## src/rtl/program_loader_ctrl.sv

```systemverilog
`default_nettype none
// ============================================================================
//  Module      : program_loader_ctrl
//  Description : Loads a program into CPU RAM, one byte per address. For each
//                byte it strobes the MAR address, waits for a byte, strobes the
//                MAR data, then writes. The CPU is held off the bus until the
//                block is released into RUN.
//  Revision    : 1.0 - initial release
// ============================================================================
module program_loader_ctrl #(
  parameter int RAM_BYTES = 16
) (
  input  logic       clk,
  input  logic       rst_n,
  input  logic       load_start,
  input  logic       run_start,
  input  logic       load_abort,
  input  logic [7:0] byte_in,
  input  logic       byte_valid,
  output logic       byte_ready,
  output logic       bus_en,
  output logic [7:0] bus_out,
  output logic       nLma,
  output logic       nLmd,
  output logic       nWe,
  output logic       cpu_hold,
  output logic       done,
  output logic [7:0] checksum
);

  // Last RAM address of a session; the counter stops here and never wraps.
  localparam logic [3:0] LAST_ADDR = 4'(RAM_BYTES - 1);

  typedef enum logic [2:0] {
    S_IDLE  = 3'd0,
    S_ADDR  = 3'd1,
    S_WAITB = 3'd2,
    S_DATA  = 3'd3,
    S_WRITE = 3'd4,
    S_FIN   = 3'd5,
    S_RUN   = 3'd6
  } state_t;

  state_t     state;
  state_t     state_nx;
  logic [3:0] addr;
  logic [7:0] data_buf;
  logic [7:0] sum;
  logic       xfer;
  logic       session_go;

  // A byte moves only while waiting for one; a session opens from IDLE or RUN.
  assign xfer       = (state == S_WAITB) && byte_valid;
  assign session_go = load_start && ((state == S_IDLE) || (state == S_RUN));
  assign checksum   = sum;

  // State register; reset drops straight back to IDLE.
  always_ff @(posedge clk or negedge rst_n) begin
    if (!rst_n) begin
      state <= S_IDLE;
    end else begin
      state <= state_nx;
    end
  end

  // Next-state logic and Moore output decode from the registered state.
  always_comb begin
    state_nx   = state;
    byte_ready = 1'b0;
    bus_en     = 1'b0;
    bus_out    = 8'h00;
    nLma       = 1'b1;
    nLmd       = 1'b1;
    nWe        = 1'b1;
    cpu_hold   = 1'b1;
    done       = 1'b0;
    case (state)
      S_IDLE: begin
        if (load_start) begin
          state_nx = S_ADDR;
        end else if (run_start) begin
          state_nx = S_RUN;
        end
      end
      S_ADDR: begin
        bus_en   = 1'b1;
        bus_out  = {4'b0000, addr};
        nLma     = 1'b0;
        state_nx = S_WAITB;
      end
      S_WAITB: begin
        byte_ready = 1'b1;
        // An arriving byte takes priority over an abort in the same cycle.
        if (xfer) begin
          state_nx = S_DATA;
        end else if (load_abort) begin
          state_nx = S_IDLE;
        end
      end
      S_DATA: begin
        bus_en   = 1'b1;
        bus_out  = data_buf;
        nLmd     = 1'b0;
        state_nx = S_WRITE;
      end
      S_WRITE: begin
        nWe      = 1'b0;
        state_nx = (addr == LAST_ADDR) ? S_FIN : S_ADDR;
      end
      S_FIN: begin
        done     = 1'b1;
        state_nx = S_RUN;
      end
      S_RUN: begin
        cpu_hold = 1'b0;
        if (load_start) begin
          state_nx = S_ADDR;
        end
      end
      default: begin
        state_nx = S_IDLE;
      end
    endcase
  end

  // Address counter, byte buffer and running checksum.
  always_ff @(posedge clk or negedge rst_n) begin
    if (!rst_n) begin
      addr     <= 4'd0;
      data_buf <= 8'h00;
      sum      <= 8'h00;
    end else begin
      if (session_go) begin
        addr <= 4'd0;
        sum  <= 8'h00;
      end
      if (xfer) begin
        data_buf <= byte_in;
        sum      <= sum + byte_in;
      end
      if ((state == S_WRITE) && (addr != LAST_ADDR)) begin
        addr <= addr + 4'd1;
      end
    end
  end

endmodule
`default_nettype wire

```

## config.mk

```make
export PLATFORM = sky130hd
export DESIGN_NAME = program_loader_ctrl
export DESIGN_NICKNAME = d
export VERILOG_FILES = /design/src/rtl/program_loader_ctrl.sv
export SDC_FILE = /design/constraint.sdc
export NUM_CORES = 1
export LEC_CHECK = 0
export ABC_AREA = 0
export CAP_MARGIN = 15
export CORE_MARGIN = 2
export CORE_UTILIZATION = 52
export CTS_CLUSTER_DIAMETER = 30
export DETAILED_ROUTE_END_ITERATION = 7
export GPL_TIMING_DRIVEN = 0
export MAX_ROUTING_LAYER = met4
export PLACE_DENSITY = 0.84
export SYNTH_ARGS = -nofsm -noshare
export SYNTH_HDL_FRONTEND = slang
export SYNTH_SLANG_ARGS = --single-unit
export TNS_END_PERCENT = 5
```

## constraint.sdc

```tcl
create_clock -name clk -period 2.85 [get_ports clk]
set_input_delay 0.57 -clock clk [delete_from_list [all_inputs] [get_ports clk]]
set_output_delay 0.57 -clock clk [all_outputs]
set_load 0.05 [all_outputs]
```

==> out/metrics.yaml <==
floorplan:
  ios: 37
  rows: 19
  core_area_mm2: 0.00269
  die_h_um: 56.7
  fp.dieW_um: 56.7
  die_area_mm2: 0.00321
  start_util_pct: 53.7
synthesis:
  synth_nets: 162
  syn-cell-area_mm2: 0.00144
  syn_inst: 139
  synth.distinct_cells: 43
  ys_warn_count: 0
  synth_top_area_share_pct: 39.9
  yosys.area.top_type: "dfrtp_1"
  ys_ff_latch: 23
  avgSynthCellArea_um2: 10.4
  synthTopCellsByCount: "dfrtp_1, nand2_1, nor2_1"
  async_flop_share_pct: 100
  yosys_most_used_dff: "dfrtp_1"
  synth.area.top_cells: "dfrtp_1, ha_1, mux2_2"
  synthMostInstantiatedCell: "dfrtp_1"
  synth_edf_count: 0
  seq_area_frac_synth_pct: 39.9
placed_design:
  place_inst: 206
  io_buffer_count: 36
  place_congestion: 0.828
  hpwl_um: 2520
clock_network:
  worstSkewPairLatency_ps: 310
  h-tree-depth: 1
  root_buffer: "clkbuf_4"
  clk_path_buf_depth: 2
  clk_pin_slew_worst_paths_ps: 130
  postCtsHoldBufs: 0
  cts_repair_resize_count: 4
  cts_made_buffers: 3
  cts_tree: "built"
  clock_sinks: 23
  cts_setup_buffers: 0
global_route:
  grt.total_usage_pct: 21.9
  grt_overflow: 0
  grt_start_max_net_pins: 24
  grt_first_pass_wirelength_um: 5440
  antenna_found_initial: 0
  first_global_vias: 1242
route:
  firstDrtPassIters: 4
  drt-vias-per-instance: 5.78
  wl_per_cell_um: 15.5
  wl_um: 3260
  drtIter0Drc: 50
  vias: 1219
  antenna_left: 0
  drc: 0
sta:
  fin_crit_ps: 2730
  whs_ps: 525
  finalSetupViolCount: 0
  max_freq_mhz: 366
  tightestPinTransition_ps: 502
  maxSlewHeadroom_pct: 66.5
  finalCritPeriodShare_pct: 95.9
  fin_setup_tns_ps: 0
  rsz0062_at_grt: "no"
  hold_violations: 0
  fin_skew_ps: 12.7
  slew_violations: 0
pwr:
  pwr_density_cell_mw_per_mm2: 1060
  power_w: 0.00200
  p_leak_nw: 0.864
  vdd_drop_max_uv: 695
layout:
  final_cells: 211
  area_delta_synth_final_pct: 30.6
  diodes: 0
  drive_gt1_share_pct: 13.9
  final_nets: 204
outcome:
  status: "completed"
setup_path:
  cp.arrival_ps: 2160
  r2r-start: "checksum[0]"
  cp-end-kind: "output port"
  path_max_fanout: 10
  critPathKind: "flip-flop to output port"
  crit_required_ps: 2280
  crit_start: "state[2]"
  start_kind: "flip-flop"
run:
  cap_viol_max_count: 0
hold_path:
  min_from: "data_buf[5]"
  hold_path_class: "flip-flop to flip-flop"
-- per-stage QoR --
step	util (%)	instance area (µm²)	worst slack, ps
3_3_place_gp	68.5	1840	167
5_1_grt	70.1	1880	18.7
6_report	70.1	1880	118
3_5_place_dp	68.5	1840	112
2_1_floorplan	-	1440	648
4_1_cts	69.4	1860	41.6
-- layout make-up --
class                           count  area, µm²
Buffer                              6       56.3
Clock buffer                        3       22.5
Clock inverter                      1       5.00
Fill cell                         224        803
Inverter                            5       20.0
Multi-Input combinational cell    105        790
Sequential cell                    23        576
Tap cell                           31       38.8
Timing Repair Buffer               37        375
-- cell usage in the layout (no fill, tap or decap), types with 3 or more instances in the layout --
cell             synthesis  final
xor2_1                   3      3
and3_1                   5      5
a21oi_1                  6      6
nand2_1                 12     12
dlygate4sd2_1            0      4
dfrtp_1                 23     23
o21ai_0                  8      8
clkdlybuf4s50_1          0     30
clkbuf_4                 0      3
ha_1                     8      8
mux2_2                   8      8
inv_1                    4      4
xnor2_1                  3      3
mux2i_1                  5      5
nor2_1                  10     10
a22o_1                   7      7
-- metal layers --
metal	track usage [%]	share of wire, %
met1	29.4	44
met2	35.0	51
met3	3.00	4.5
met4	5.78	0.28
met5	-	0
-- power breakdown --
group / total [W] / switching, W / leakage [nW] / internal (W)
Sequential: 0.000555 / 0.000102 / 0.294 / 0.000453
Combinational: 0.00130 / 0.000783 / 0.552 / 0.000517
Clock: 0.000147 / 0.0000947 / 0.0177 / 0.0000523
Total: 0.00200 / 0.000979 / 0.864 / 0.00102
-- worst max-delay path: stages (launching register included) --
cell and delay (ps):
dfrtp_1 400, buf_6 140, clkinv_2 110, nand2_1 130, inv_1 240, clkdlybuf4s50_1 850
-- sequential cells by signal (all words and copies together), names as in the netlist --
signal,cells
checksum,8
data_buf,8
addr,4
state,3
-- cells by family (layout without fill, tap and decap cells) --
group,count (synthesis),count (layout),share of synthesized area (%)
AO/OA/AOI/OAI,39,39,20.4
XOR/XNOR,6,6,3.65
adder cells (fa/ha/maj),9,9,8.33
buffers and inverters,11,52,5.29
flip-flops,23,23,39.9
multiplexers,13,13,9.72
AND/OR/NAND/NOR,38,38,12.7
-- path summary, 6_finish.rpt --
check	to	slack (ps)	depth (start not counted)
max reg2reg	checksum[6]	740	8
max	bus_en	120	5
min reg2reg	data_buf[5]	520	1
min	data_buf[5]	520	1
max in group asynchronous	data_buf[3]	1800	2
min in group asynchronous	addr[3]	570	1
No activity file was read; power rests on OpenSTA's default activity.
